<file path="config.mk">
export PLATFORM = sky130hd
export DESIGN_NAME = layer_wr_ctl
export DESIGN_NICKNAME = d
export VERILOG_FILES = /design/src/rtl/layer_wr_ctl.sv
export SDC_FILE = /design/constraint.sdc
export NUM_CORES = 1
export LEC_CHECK = 0
export CELL_PAD_IN_SITES_DETAIL_PLACEMENT = 0
export CELL_PAD_IN_SITES_GLOBAL_PLACEMENT = 2
export CORE_MARGIN = 10
export CORE_UTILIZATION = 39
export DETAILED_ROUTE_END_ITERATION = 10
export DONT_BUFFER_PORTS = 1
export GPL_ROUTABILITY_DRIVEN = 0
export PLACE_DENSITY = 0.86
export SLEW_MARGIN = 5
export SYNTH_ARGS = -nofsm -noshare
export SYNTH_HDL_FRONTEND = slang
export SYNTH_SLANG_ARGS = --single-unit
</file>
<file path="constraint.sdc">
create_clock -name clk_in -period 3.3 [get_ports clk_in]
set_input_delay 0.495 -clock clk_in [delete_from_list [all_inputs] [get_ports clk_in]]
set_output_delay 0.495 -clock clk_in [all_outputs]
set_load 0.005 [all_outputs]
</file>
<file path="src/rtl/layer_wr_ctl.sv">
// layer_wr_ctl
// Write controller for the LED cube frame buffer. Turns the host byte stream
// (command/data bytes qualified by byte_rdy_in) into write enables, a pixel
// address and byte-lane enables for LAYERS layer RAMs plus one config bank.
// Frames start at a selectable layer and walk down to layer 0. Data arriving
// after a complete frame raises a sticky overrun flag.
module layer_wr_ctl #(
    parameter int          LAYERS  = 8,
    parameter int          PIXELS  = 64,
    parameter int          COLORS  = 3,
    parameter logic [7:0]  CONF_WR = 8'h2a,
    parameter logic [7:0]  ADDR_WR = 8'h2b,
    parameter logic [7:0]  DATA_WR = 8'h2c,
    parameter logic [7:0]  LSEL_WR = 8'h2d,
    localparam int         AW      = $clog2(PIXELS)
) (
    input  logic              clk_in,
    input  logic              rst_n_in,
    input  logic              dc_in,
    input  logic              byte_rdy_in,
    input  logic [7:0]        byte_data_in,
    output logic              wr_done_out,
    output logic [LAYERS:0]   wr_en_out,
    output logic [AW-1:0]     wr_addr_out,
    output logic [COLORS:0]   wr_byte_en_out,
    output logic              ovf_out
);

    localparam int CW = (COLORS > 1) ? $clog2(COLORS) : 1;
    localparam int LW = $clog2(LAYERS);

    localparam logic [2:0] ST_IDLE = 3'd0;
    localparam logic [2:0] ST_CONF = 3'd1;
    localparam logic [2:0] ST_ADDR = 3'd2;
    localparam logic [2:0] ST_DATA = 3'd3;
    localparam logic [2:0] ST_LSEL = 3'd4;
    localparam logic [2:0] ST_FULL = 3'd5;

    localparam logic [AW-1:0] ADDR_LAST  = AW'(PIXELS - 1);
    localparam logic [CW-1:0] COLOR_LAST = CW'(COLORS - 1);
    localparam logic [LW-1:0] LAYER_LAST = LW'(LAYERS - 1);

    logic [2:0]    state;
    logic [CW-1:0] c;
    logic [LW-1:0] l;
    logic [LW-1:0] start_layer;

    logic addr_last;
    logic color_last;

    assign addr_last  = (wr_addr_out == ADDR_LAST);
    assign color_last = (c == COLOR_LAST);

    // Decode the byte being offered this cycle into RAM/lane enables; nothing fires without a data strobe
    always_comb begin
        wr_en_out      = '0;
        wr_byte_en_out = '0;
        wr_done_out    = 1'b0;
        if (byte_rdy_in && dc_in) begin
            case (state)
                ST_CONF: begin
                    wr_en_out[LAYERS] = 1'b1;
                end
                ST_ADDR: begin
                    wr_en_out[LAYERS-1:0]  = '1;
                    wr_byte_en_out[COLORS] = 1'b1;
                end
                ST_DATA: begin
                    for (int i = 0; i < LAYERS; i++) begin
                        wr_en_out[i] = (l == LW'(i));
                    end
                    // colour 0 lands on the highest colour lane
                    for (int i = 0; i < COLORS; i++) begin
                        wr_byte_en_out[i] = (c == CW'(COLORS - 1 - i));
                    end
                    wr_done_out = addr_last && color_last && (l == '0);
                end
                default: begin
                end
            endcase
        end
    end

    // Consume one byte per strobe: commands reset the stream position, data bytes advance it
    always_ff @(posedge clk_in or negedge rst_n_in) begin
        if (!rst_n_in) begin
            state       <= ST_IDLE;
            wr_addr_out <= '0;
            c           <= '0;
            l           <= '0;
            start_layer <= LAYER_LAST;
            ovf_out     <= 1'b0;
        end else if (byte_rdy_in) begin
            if (!dc_in) begin
                wr_addr_out <= '0;
                c           <= '0;
                ovf_out     <= 1'b0;
                case (byte_data_in)
                    CONF_WR: state <= ST_CONF;
                    ADDR_WR: state <= ST_ADDR;
                    DATA_WR: begin
                        state <= ST_DATA;
                        l     <= start_layer;
                    end
                    LSEL_WR: state <= ST_LSEL;
                    default: state <= ST_IDLE;
                endcase
            end else begin
                case (state)
                    ST_CONF, ST_ADDR: begin
                        if (addr_last) begin
                            wr_addr_out <= '0;
                            state       <= ST_IDLE;
                        end else begin
                            wr_addr_out <= wr_addr_out + 1'b1;
                        end
                    end
                    ST_DATA: begin
                        if (color_last) begin
                            c <= '0;
                            if (addr_last) begin
                                wr_addr_out <= '0;
                                // layer 0 finishing means the frame is complete; l stays at 0
                                if (l == '0) begin
                                    state <= ST_FULL;
                                end else begin
                                    l <= l - 1'b1;
                                end
                            end else begin
                                wr_addr_out <= wr_addr_out + 1'b1;
                            end
                        end else begin
                            c <= c + 1'b1;
                        end
                    end
                    ST_LSEL: begin
                        if (32'(byte_data_in) >= 32'(LAYERS - 1)) begin
                            start_layer <= LAYER_LAST;
                        end else begin
                            start_layer <= LW'(byte_data_in);
                        end
                        state <= ST_IDLE;
                    end
                    ST_FULL: begin
                        ovf_out <= 1'b1;
                    end
                    default: begin
                    end
                endcase
            end
        end
    end

endmodule

</file>
**Word-level counts from Yosys, hierarchy flattened**

Cells that the tools add are included.

- Output and inout bits: 21
- Word-level logic and storage cells: 84
- Register bits: 18

- Order comparisons: 1
- Reduce and logical (&&, ||, !) cells: 13
- Eq/ne operators: 30
- Mux-type cells: 31
- Add/subtract/negate cells: 3

Operator list:

| operator | count |
|---|---|
| $mux 3 | 13 |
| $eq 8x6->1 const B | 4 |
| $eq 3x3->1 const B | 6 |
| $mux 6 | 3 |
| $pmux 8 s2 | 1 |
| $eq 3x2->1 const B | 4 |
| $ne 3x3->1 const B | 4 |
| $pmux 3 s4 | 1 |
| $pmux 6 s2 | 1 |
| $reduce_and 6->1 | 2 |
| $mux 9 | 1 |
| $pmux 3 s3 | 1 |
| $ge 8x3->1 const B | 1 |
| $ne 2x1->1 const B | 4 |
| $add 6x1->6 const B | 1 |
| $eq 3x1->1 const B | 2 |
| $eq 6x6->1 const B | 1 |
| $mux 1 | 6 |
| $mux 2 | 3 |
| $reduce_and 3->1 | 2 |
| $mux 4 | 1 |
| $ne 4x1->1 const B | 1 |
| $reduce_and 2->1 | 2 |
| $logic_and 1x1->1 | 3 |
| other kinds (10) | 10 |

**Depth between registers and ports, before layout**

- Word-level depth: 6
- Gate-level depth with buffers: 6
- Mapped depth without buffers: 6

**Least setup slack after synthesis**

OpenSTA, ideal clock, no wires.

- Path type: input-to-output
- From: in dc_in
- To: out wr_en_out[0]
- Stages on the path: 5
- Setup slack: 1.431 ns
- Arrival: 1.374 ns
- Buffers on the path: 2
- Cell sequence: buf_2 > nand3_1 > or2_2 > clkbuf_1 > a21oi_1

- Word-level cells in the longest chain between the ends: 2

Ends and longest elaborated chain:

| what | line | text |
|---|---|---|
| from (decl) | 19 | `input logic dc_in,` |
| $logic_and 1x1->1 | 59 | `if (byte_rdy_in && dc_in) begin` |
| $mux 9 | 59 |  |
| to (decl) | 23 | `output logic [LAYERS:0] wr_en_out,` |

No other way between the ends.

**Worst setup path after layout**

- From: reg wr_addr_out[1]
- To: out wr_done_out

- Word-level cells in the longest chain between the ends: 5

Ends and longest elaborated chain:

| what | line | text |
|---|---|---|
| from (decl) | 24 | `output logic [AW-1:0] wr_addr_out,` |
| from (signal assigned) | 115 | `wr_addr_out <= wr_addr_out + 1'b1;` |
| from (signal assigned) | 130 | `wr_addr_out <= wr_addr_out + 1'b1;` |
| $eq 6x6->1 | 51 | `assign addr_last = (wr_addr_out == ADDR_LAST);` |
| $logic_and 1x1->1 (2 in a row) | 76 | `wr_done_out = addr_last && color_last && (l == '0);` |
| $mux 1 | 60 | `case (state)` |
| $mux 1 | 59 |  |
| to (decl) | 22 | `output logic wr_done_out,` |

No other way between the ends.

==> results.py <==
metrics = {
    "sta": {
        "skew_ns": 0.00792,
        "max_freq_mhz": 449,
        "worst_pin_slew_ns": 0.717,
        "fin_tns_setup_ns": 0,
        "setup_ws_ns": 1.07,
        "setup_viol": 0,
        "hold_viol_final": 0,
        "rsz0062_at_grt": "no",
        "slew_violations": 0,
        "hold_ws_ns": 0.261,
        "fin_crit_sh_pct": 67.4,
        "slew_headroom_pct": 52.1,
        "fin_crit_ns": 2.23,
    },
    "routing": {
        "drtAntennaViolNets": 0,
        "routed_wl_um": 3570,
        "vias_per_cell": 5.99,
        "vias": 1216,
        "drc": 0,
        "dr.first_iter.drc_count": 90,
        "wl_per_cell_um": 17.6,
        "drt-pass1-iter-count": 4,
    },
    "floorplanning": {
        "ios": 33,
        "dieArea_um2": 6250,
        "fp.dieW_um": 79.1,
        "initial_core_util_pct": 40.4,
        "coreArea_um2": 3360,
        "die_h_um": 79.1,
        "std_cell_rows": 21,
    },
    "critical_path": {
        "arrival_ns": 1.73,
        "cp_data_required_time_ns": 2.80,
        "cp_max_fo": 4,
        "crit_path_end_kind": "primary output",
        "r2r_slack_ns": 1.29,
        "path_class": "reg -> out",
        "crit_path_start_kind": "flop",
    },
    "global_route": {
        "grt_pass1_vias": 1185,
        "grt_max_degree": 19,
        "grt-ovfl-total": 0,
        "grt.total_usage_pct": 11.8,
        "grt_pass1_wl_um": 6070,
        "antenna_found_initial": 0,
    },
    "cts": {
        "post-cts-setup-buffers": 0,
        "h-tree-depth": 1,
        "ctsLongestPathBuffers": 2,
        "ctsHoldBuffers": 1,
        "ctsRootBufferMaster": "clkbuf_4",
        "clk_pin_slew_worst_paths_ns": 0.12,
        "ctsResizeCount": 0,
        "clock-sinks": 18,
        "insertion_delay_ns": 0.31,
        "cts_tree": "yes",
        "cts_made_buffers": 3,
    },
    "power_and_ir_drop": {
        "power_density_nw_per_um2": 302,
        "power_uw": 431,
        "irDropWorstVdd_v": 0.000200,
        "leakage_nw": 0.565,
    },
    "logic_synthesis": {
        "ys_ff_latch": 18,
        "synth-edff-count": 0,
        "synth_nets": 178,
        "async_flop_share_pct": 100,
        "syn_inst": 160,
        "yosysSeqAreaShare_pct": 33.4,
        "syn_area_um2": 1360,
        "syn_area_per_cell_um2": 8.50,
        "yosysUniqueCellTypes": 50,
        "yosys_warnings": 0,
        "synth_flop_cell": "dfrtp_1",
    },
    "flow_run": {
        "cap_violations": 0,
    },
    "place": {
        "io_buffer_count": 0,
        "place_inst": 197,
        "pre_cts_slack_ns": 1.29,
        "dpl.hpwl_um": 2740,
    },
    "hold_path": {
        "hp-class": "in -> reg",
    },
    "cells_and_area": {
        "final_cells": 203,
        "final_nets": 176,
        "fillers": 372,
        "drive_gt1_share_pct": 7.64,
        "synthToLayoutAreaGrowth_pct": 4.88,
        "final_cell_mix": "dfrtp_1 (15), nand2_1 (12), a21oi_1 (11)",
        "layout_commonest_cell": "dfrtp_1",
        "n_antenna_cell": 0,
    },
    "run_status": {
        "status": "complete, no violations",
    },
}
## cell type report
class,count,area [µm²],share of cell area (%)
tap,46,57.6,4.04
multi-input combinational,123,821,57.5
sequential,18,454,31.8
inverter,10,37.5,2.63
clock buffer,4,36.3,2.54
timing repair buffer,2,20.0,1.40
## cells by family after synthesis
family	synth area share (%)
flip-flops	33.4
adder cells (fa/ha/maj)	5.52
XOR/XNOR	0.644
AND/OR/NAND/NOR	26.0
multiplexers	2.48
buffers and inverters	6.25
AO/OA/AOI/OAI	25.7
## metal layers
layer | vias up | GRT usage, % | wire (µm)
met5 | - | 0 | 0
met4 | 0 | 4.30 | 59
met3 | 6 | 3.72 | 276
met2 | 41 | 18.0 | 1550
met1 | 571 | 15.2 | 1690
li1 | 598 | - | -
## worst max-delay path, stage by stage, from the launching register on
cell and delay (ns):
dfrtp_1 0.46, ha_1 0.24, and3_1 0.24, nand3_1 0.15, nor4_1 0.33
## power breakdown
part	leakage [nW]	switching [mW]	internal (mW)
Sequential	0.228	0.0138	0.229
Clock	0.0210	0.0803	0.0673
Combinational	0.316	0.0225	0.0181
Total	0.565	0.117	0.315
## synth_stat cells, drive strengths merged, types with 2 or more instances
cell     count  area share, %
dfrtp       15             28
nand2       12            3.3
a21oi       11            4.0
nor2        10            2.8
inv          9            2.5
nor3         8            2.9
nand3        7            2.6
ha           6            5.5
nand2b       6            2.8
o21ai        6            2.2
buf          5            2.4
o211ai       5            2.8
and3         4            1.8
clkbuf       4            1.1
a211o        3            1.9
dfstp        3            5.8
mux2         3            2.5
nand4        3            1.4
nor2b        3            1.4
nor3b        3            2.0
o22a         3            1.9
a31oi        2           0.92
a32o         2            1.5
nand3b       2            1.1
o2111ai      2            1.3
o21a         2            1.1
o221ai       2            1.3
## worst paths after layout
path | from | end | cells past startpoint
max | wr_addr_out[1] | wr_done_out | 4
min | byte_rdy_in | c[0] | 1
max reg2reg | l[0] | state[0] | 6
min reg2reg | c[1] | c[1] | 1
max in group asynchronous | rst_n_in | wr_addr_out[4] | 1
min in group asynchronous | rst_n_in | start_layer[2] | 1
## sequential cells by signal, summed over array words and instances, names as in the netlist
name and count:
c 2, l 3, ovf_out 1, start_layer 3
state 3, wr_addr_out 6
## stage by stage
step                util [%]  instance area (µm²)
floorplan                  -                 1360
global placement        40.7                 1370
detailed placement      40.7                 1370
CTS                     42.1                 1420
global route            42.4                 1430
finish                  42.4                 1430
Note: power is estimated with default switching activity, not from simulation.
